==> src/rtl/cpu_defs.sv <==
// rtl/cpu_defs.sv - shared CPU definitions: opcodes, ALU opcodes, controller state and class encodings
//
// Purpose: one place for the instruction opcodes, ALU opcode constants and the
// control_unit state/class encodings, so the datapath and benches agree with
// the controller. No ports (package).
package cpu_defs;

  // Instruction opcodes, IR_Data[31:27]
  localparam logic [4:0] OP_LD   = 5'b00000;
  localparam logic [4:0] OP_LDI  = 5'b00001;
  localparam logic [4:0] OP_ST   = 5'b00010;
  localparam logic [4:0] OP_ADDI = 5'b01100;
  localparam logic [4:0] OP_ANDI = 5'b01101;
  localparam logic [4:0] OP_ORI  = 5'b01110;
  localparam logic [4:0] OP_NOP  = 5'b11010;
  localparam logic [4:0] OP_HALT = 5'b11011;

  // ALU opcodes understood by the datapath ALU
  localparam logic [4:0] ALU_OP_ADD = 5'b00011;
  localparam logic [4:0] ALU_OP_AND = 5'b00101;
  localparam logic [4:0] ALU_OP_OR  = 5'b00110;

  typedef enum logic [3:0] {
    S_IDLE   = 4'd0,
    S_F0     = 4'd1,
    S_F1     = 4'd2,
    S_F2     = 4'd3,
    S_DECODE = 4'd4,
    S_E3     = 4'd5,
    S_E4     = 4'd6,
    S_E5     = 4'd7,
    S_E6     = 4'd8,
    S_E7     = 4'd9,
    S_HALT   = 4'd10
  } state_t;

  // Instruction class latched in DECODE. Bit 2 marks the immediate-ALU group;
  // the low bits then pick the ALU operation so E4 needs no IR access.
  typedef enum logic [2:0] {
    CLS_NONE = 3'd0,
    CLS_LDI  = 3'd1,
    CLS_LD   = 3'd2,
    CLS_ST   = 3'd3,
    CLS_ADDI = 3'd4,
    CLS_ANDI = 3'd5,
    CLS_ORI  = 3'd6
  } cls_t;

  function automatic cls_t op_class(input logic [4:0] op);
    op_class = CLS_NONE;
    case (op)
      OP_LDI:  op_class = CLS_LDI;
      OP_LD:   op_class = CLS_LD;
      OP_ST:   op_class = CLS_ST;
      OP_ADDI: op_class = CLS_ADDI;
      OP_ANDI: op_class = CLS_ANDI;
      OP_ORI:  op_class = CLS_ORI;
      default: op_class = CLS_NONE;
    endcase
  endfunction

  function automatic logic op_legal(input logic [4:0] op);
    op_legal = (op == OP_LD)   || (op == OP_LDI)  || (op == OP_ST)  ||
               (op == OP_ADDI) || (op == OP_ANDI) || (op == OP_ORI) ||
               (op == OP_NOP)  || (op == OP_HALT);
  endfunction

endpackage

==> src/rtl/control_unit.sv <==
// rtl/control_unit.sv - Moore fetch/decode/execute sequencer driving datapath controls
//
// Purpose: steps the datapath through F0-F2, DECODE and E3-E7 for
// ld/ldi/st/addi/andi/ori/nop/halt, one control step per clock.
// Ports:
//   clk, reset_n (async active-low)     clock and reset
//   start                               leave IDLE/HALT and begin fetching
//   mem_wait                            memory not ready; holds F1/E6(ld)/E7(st)
//   IR_Data[31:0]                       instruction register, opcode in [31:27]
//   *_enable, read/write, Gra/Grb/BAout register enables, memory strobes, selects
//   *_select                            bus source selects (one-hot or zero)
//   alu_instruction[4:0]                ALU opcode
//   run                                 high outside IDLE/HALT
//   illegal_op                          pulse in DECODE for an unknown opcode
module control_unit
  import cpu_defs::*;
#(
  parameter logic [4:0] ALU_ADD = ALU_OP_ADD,
  parameter logic [4:0] ALU_AND = ALU_OP_AND,
  parameter logic [4:0] ALU_OR  = ALU_OP_OR
) (
  input  logic        clk,
  input  logic        reset_n,
  input  logic        start,
  input  logic        mem_wait,
  input  logic [31:0] IR_Data,
  output logic        PC_enable,
  output logic        PC_increment_enable,
  output logic        IR_enable,
  output logic        Y_enable,
  output logic        Z_enable,
  output logic        MAR_enable,
  output logic        MDR_enable,
  output logic        r_enable,
  output logic        read,
  output logic        write,
  output logic        Gra,
  output logic        Grb,
  output logic        BAout,
  output logic        PC_select,
  output logic        Z_LO_select,
  output logic        MDR_select,
  output logic        c_select,
  output logic        r_select,
  output logic [4:0]  alu_instruction,
  output logic        run,
  output logic        illegal_op
);

  state_t     state;
  cls_t       cls;
  logic [4:0] opcode;
  logic       ir_low_unused;
  logic       cls_imm;
  logic       cls_mem;

  assign opcode        = IR_Data[31:27];
  assign ir_low_unused = ^IR_Data[26:0];
  assign cls_imm       = cls[2];
  assign cls_mem       = (cls == CLS_LD) || (cls == CLS_ST);

  // Next-state and class register
  always_ff @(posedge clk or negedge reset_n) begin
    if (!reset_n) begin
      state <= S_IDLE;
      cls   <= CLS_NONE;
    end else begin
      case (state)
        S_IDLE, S_HALT: if (start) state <= S_F0;
        S_F0:           state <= S_F1;
        S_F1:           if (!mem_wait) state <= S_F2;
        S_F2:           state <= S_DECODE;
        S_DECODE: begin
          cls <= op_class(opcode);
          if (opcode == OP_HALT)
            state <= S_HALT;
          else if (op_class(opcode) == CLS_NONE)
            state <= S_F0;              // nop and illegal opcodes
          else
            state <= S_E3;
        end
        S_E3:           state <= S_E4;
        S_E4:           state <= S_E5;
        S_E5:           state <= cls_mem ? S_E6 : S_F0;
        S_E6: begin
          // Only the load read waits here; the store E6 is a register transfer.
          if (cls != CLS_LD || !mem_wait) state <= S_E7;
        end
        S_E7: begin
          if (cls != CLS_ST || !mem_wait) state <= S_F0;
        end
        default:        state <= S_IDLE;
      endcase
    end
  end

  // Output decode from state/class only (PC_increment_enable also sees mem_wait)
  always_comb begin
    PC_enable           = 1'b0;   // reserved for branches
    PC_increment_enable = 1'b0;
    IR_enable           = 1'b0;
    Y_enable            = 1'b0;
    Z_enable            = 1'b0;
    MAR_enable          = 1'b0;
    MDR_enable          = 1'b0;
    r_enable            = 1'b0;
    read                = 1'b0;
    write               = 1'b0;
    Gra                 = 1'b0;
    Grb                 = 1'b0;
    BAout               = 1'b0;
    PC_select           = 1'b0;
    Z_LO_select         = 1'b0;
    MDR_select          = 1'b0;
    c_select            = 1'b0;
    r_select            = 1'b0;
    alu_instruction     = 5'b00000;
    run                 = (state != S_IDLE) && (state != S_HALT);
    illegal_op          = 1'b0;

    case (state)
      S_F0: begin
        PC_select  = 1'b1;
        MAR_enable = 1'b1;
      end
      S_F1: begin
        read                = 1'b1;
        MDR_enable          = 1'b1;
        // Bump PC only on the cycle the fetch actually completes.
        PC_increment_enable = !mem_wait;
      end
      S_F2: begin
        MDR_select = 1'b1;
        IR_enable  = 1'b1;
      end
      S_DECODE: begin
        illegal_op = !op_legal(opcode);
      end
      S_E3: begin
        Y_enable = 1'b1;
        if (cls_imm) begin
          c_select = 1'b1;
        end else begin
          Grb   = 1'b1;
          BAout = 1'b1;
        end
      end
      S_E4: begin
        Z_enable = 1'b1;
        if (cls_imm) begin
          Grb      = 1'b1;
          r_select = 1'b1;
          case (cls)
            CLS_ANDI: alu_instruction = ALU_AND;
            CLS_ORI:  alu_instruction = ALU_OR;
            default:  alu_instruction = ALU_ADD;
          endcase
        end else begin
          c_select        = 1'b1;
          alu_instruction = ALU_ADD;
        end
      end
      S_E5: begin
        Z_LO_select = 1'b1;
        if (cls_mem) begin
          MAR_enable = 1'b1;
        end else begin
          Gra      = 1'b1;
          r_enable = 1'b1;
        end
      end
      S_E6: begin
        MDR_enable = 1'b1;
        if (cls == CLS_LD) begin
          read = 1'b1;
        end else begin
          Gra      = 1'b1;
          r_select = 1'b1;
        end
      end
      S_E7: begin
        if (cls == CLS_LD) begin
          MDR_select = 1'b1;
          Gra        = 1'b1;
          r_enable   = 1'b1;
        end else begin
          write = 1'b1;
        end
      end
      default: begin
      end
    endcase
  end

endmodule

==> config.mk <==
export PLATFORM = sky130hd
export DESIGN_NAME = control_unit
export DESIGN_NICKNAME = d
export VERILOG_FILES = /design/src/rtl/cpu_defs.sv /design/src/rtl/control_unit.sv
export SDC_FILE = /design/constraint.sdc
export NUM_CORES = 1
export LEC_CHECK = 0
export CAP_MARGIN = 5
export CORE_MARGIN = 3
export CORE_UTILIZATION = 34
export DETAILED_ROUTE_END_ITERATION = 16
export GPL_ROUTABILITY_DRIVEN = 0
export PLACE_DENSITY = 0.81
export SYNTH_ARGS = -nofsm -noshare
export SYNTH_HDL_FRONTEND = slang
export SYNTH_SLANG_ARGS = --single-unit
==> constraint.sdc <==
create_clock -name clk -period 2.1 [get_ports clk]
set_input_delay 0.42 -clock clk [delete_from_list [all_inputs] [get_ports clk]]
set_output_delay 0.42 -clock clk [all_outputs]
set_load 0.05 [all_outputs]
==> results.md <==
- Die Y: 54.8 µm
- Final hold vios: 0
- Maximum clock rate: 483 MHz
- Period utilization: 0.985
- Post-Syn Area per Cell: 7.10 µm²
- Fin crit period: 2.07 ns
- Largest cells by area after synthesis: dfrtp_1 22%, nand2_1 5.6%, nor3_1 4.9%
- Final setup TNS: 0 ns
- Site row count: 17
- Number of synthesized register bits: 7
- Power per cell area: 1650 nW/µm²
- Crit end category: output port
- DRC Markers: 0
- CP Max Fanout: 3
- Total global-route track usage: 0.197
- Core area: 2230 µm²
- WP data required: 1.68 ns
- Hold WS: 0.431 ns
- Global-route wire length before repair: 4370 µm
- Post-synth EDFFs: 0
- Peak VDD IR: 1.11 mV
- Die width: 54.8 µm
- # diodes: 0
- Outcome: completed
- Yosys warning count: 0
- Number of distinct library cells after synthesis: 45
- Pin count of the biggest net entering global routing: 13
- Worst Clk Skew: 0.00168 ns
- DRT iter0 DRCs: 17
- Critical Path Source Type: register
- CTS root buf: clkbuf_4
- Post-Syn Instances: 114
- Post-route core utilization: 0.738
- Sw power: 1400 µW
- Register area share after synthesis: 0.216
- Synth top area share: 0.216
- RSZ-0062 raised after global routing: true
- Max_cap viols: 0
- Drt pass-1 iters: 4
- Pleak: 0.000700 µW
- Area growth from synthesis to layout: 104%
- Wirelength per Cell: 14.8 µm
- CTS tree: built
- DPL Wire Length: 2150 µm
- Pint: 1310 µW
- Most frequent cells in the layout: 25 x buf_4, 20 x buf_12, 11 x nand2_1
- R2R depth: 6
- Cts hold-fix bufs: 0
- Layout cells sized above 1: 0.540
- Fin. max-slew vios: 0
- Vias in the first global route: 1027
- Fill cell count: 160
- TritonCTS Sinks: 7
- FFs w/ async S/R, synth: 1.00
- Die area: 3000 µm²
- Initial Util: 0.362
- H-tree depth: 1
- Number of buffers created by CTS: 3
- Via count: 1050
- Vias per cell: 5.50
- Clock power frac: 0.045
- Yosys top cell by area: dfrtp_1
- Endpoints failing setup: 0
- DRT antenna net count: 0
- Switching share of power: 0.518
- Power share of the combinational group: 0.845
- Sequential Power Share: 0.109
- Commonest non-fill, non-tap cell in the layout: buf_4
- Setup CP Type: register to output port
- Crit path DAT: 1.65 ns
- Synth Flop Type: dfrtp_1
- IO Pins: 61
- Syn Std Cell Area: 810 µm²
- PortBufs: 30
- DP Worst Slack: -0.0212 ns
- Clock buffer depth: 2
- HP Class: input port to asynchronous set/reset pin
- Initial antenna violation count: 0
- Total Routed Length: 2820 µm
- Final net count: 200
- Clk slew on worst S/H paths: 0.06 ns
- Final global-route overflow total: 0
- Setup ws final: 0.0309 ns
- Clk_lat worst skew: 0.25 ns
==> registers in the layout, indices dropped and copies added, names as in the netlist <==
register and flops:
state 4, cls 3
==> layer usage <==
metal,vias up,share of wire,track usage
li1,502,-,-
met5,-,0,0
met4,0,0.011,0.0622
met1,498,0.37,0.217
met2,46,0.56,0.380
met3,4,0.050,0.0245
==> synthesized netlist by cell type (2+ instances only) <==
library cell  count
or2_2             3
nand3_1           4
inv_1             4
a21oi_1           7
nor2b_1           3
nor3_1            8
o21ai_0           5
nor2_1           10
nand2_1          12
clkbuf_1          4
o31ai_1           2
nand2b_1          5
o21bai_1          2
buf_2             3
buf_4             3
a31oi_1           4
dfrtp_1           7
==> what timing repair did <==
action                                  in CTS  in global routing
gates resized for setup                      6                 18
setup buffers                                2                  5
pin swaps                                    4                  5
endpoints found under the setup margin       6                 11
==> power by group through the flow <==
stage	clock network [µW]	registers, µW	logic [µW]
3_3_place_gp	0	279	2060
3_5_place_dp	0	283	2120
6_report	123	297	2290
5_1_grt	137	314	2410
2_1_floorplan	0	240	1240
4_1_cts	126	286	2150
==> path summary, 6_finish.rpt <==
kind	startpoint	to	slack (ns)
max in group asynchronous	reset_n	state[3]	1.41
worst max register to register	state[3]	state[3]	0.04
worst min-delay path	reset_n	state[1]	0.43
worst min register to register	cls[1]	cls[1]	0.66
min in group clk	cls[1]	cls[1]	0.66
worst max-delay path	cls[0]	Gra	0.03
==> worst max-delay path: stages (launching register included) <==
cell      delay [ns]
dfrtp_1         0.38
or3b_4          0.43
nor3_1          0.16
o21a_2          0.17
o21bai_4        0.12
buf_12          0.15
==> cell type report <==
class                           instances  area (µm²)  area share
Clock buffer                            3        22.5      0.0137
Tap cell                               28        35.0      0.0213
Sequential cell                         7         179       0.109
Inverter                                4        18.8      0.0114
Clock inverter                          1        5.00     0.00304
Timing Repair Buffer                   55         704       0.427
Multi-Input combinational cell         93         683       0.415
==> cell families (layout without fill, tap and decap cells) <==
family / Yosys count / after routing / synth area share
other cells: 1 / 3 / 0.00463
compound gates: 28 / 28 / 0.226
flops: 7 / 7 / 0.216
xor+xnor: 2 / 2 / 0.0216
buf+inv: 16 / 63 / 0.102
mux: 1 / 1 / 0.0185
simple gates: 59 / 59 / 0.411
==> through the flow <==
step           instances  power, µW  cell area, µm²
2_1_floorplan        116       1480             890
6_report             191       2710            1650
3_3_place_gp         180       2340            1500
5_1_grt              191       2870            1650
3_5_place_dp         180       2400            1500
4_1_cts              186       2560            1550
Note: power is estimated with default switching activity, not from simulation.
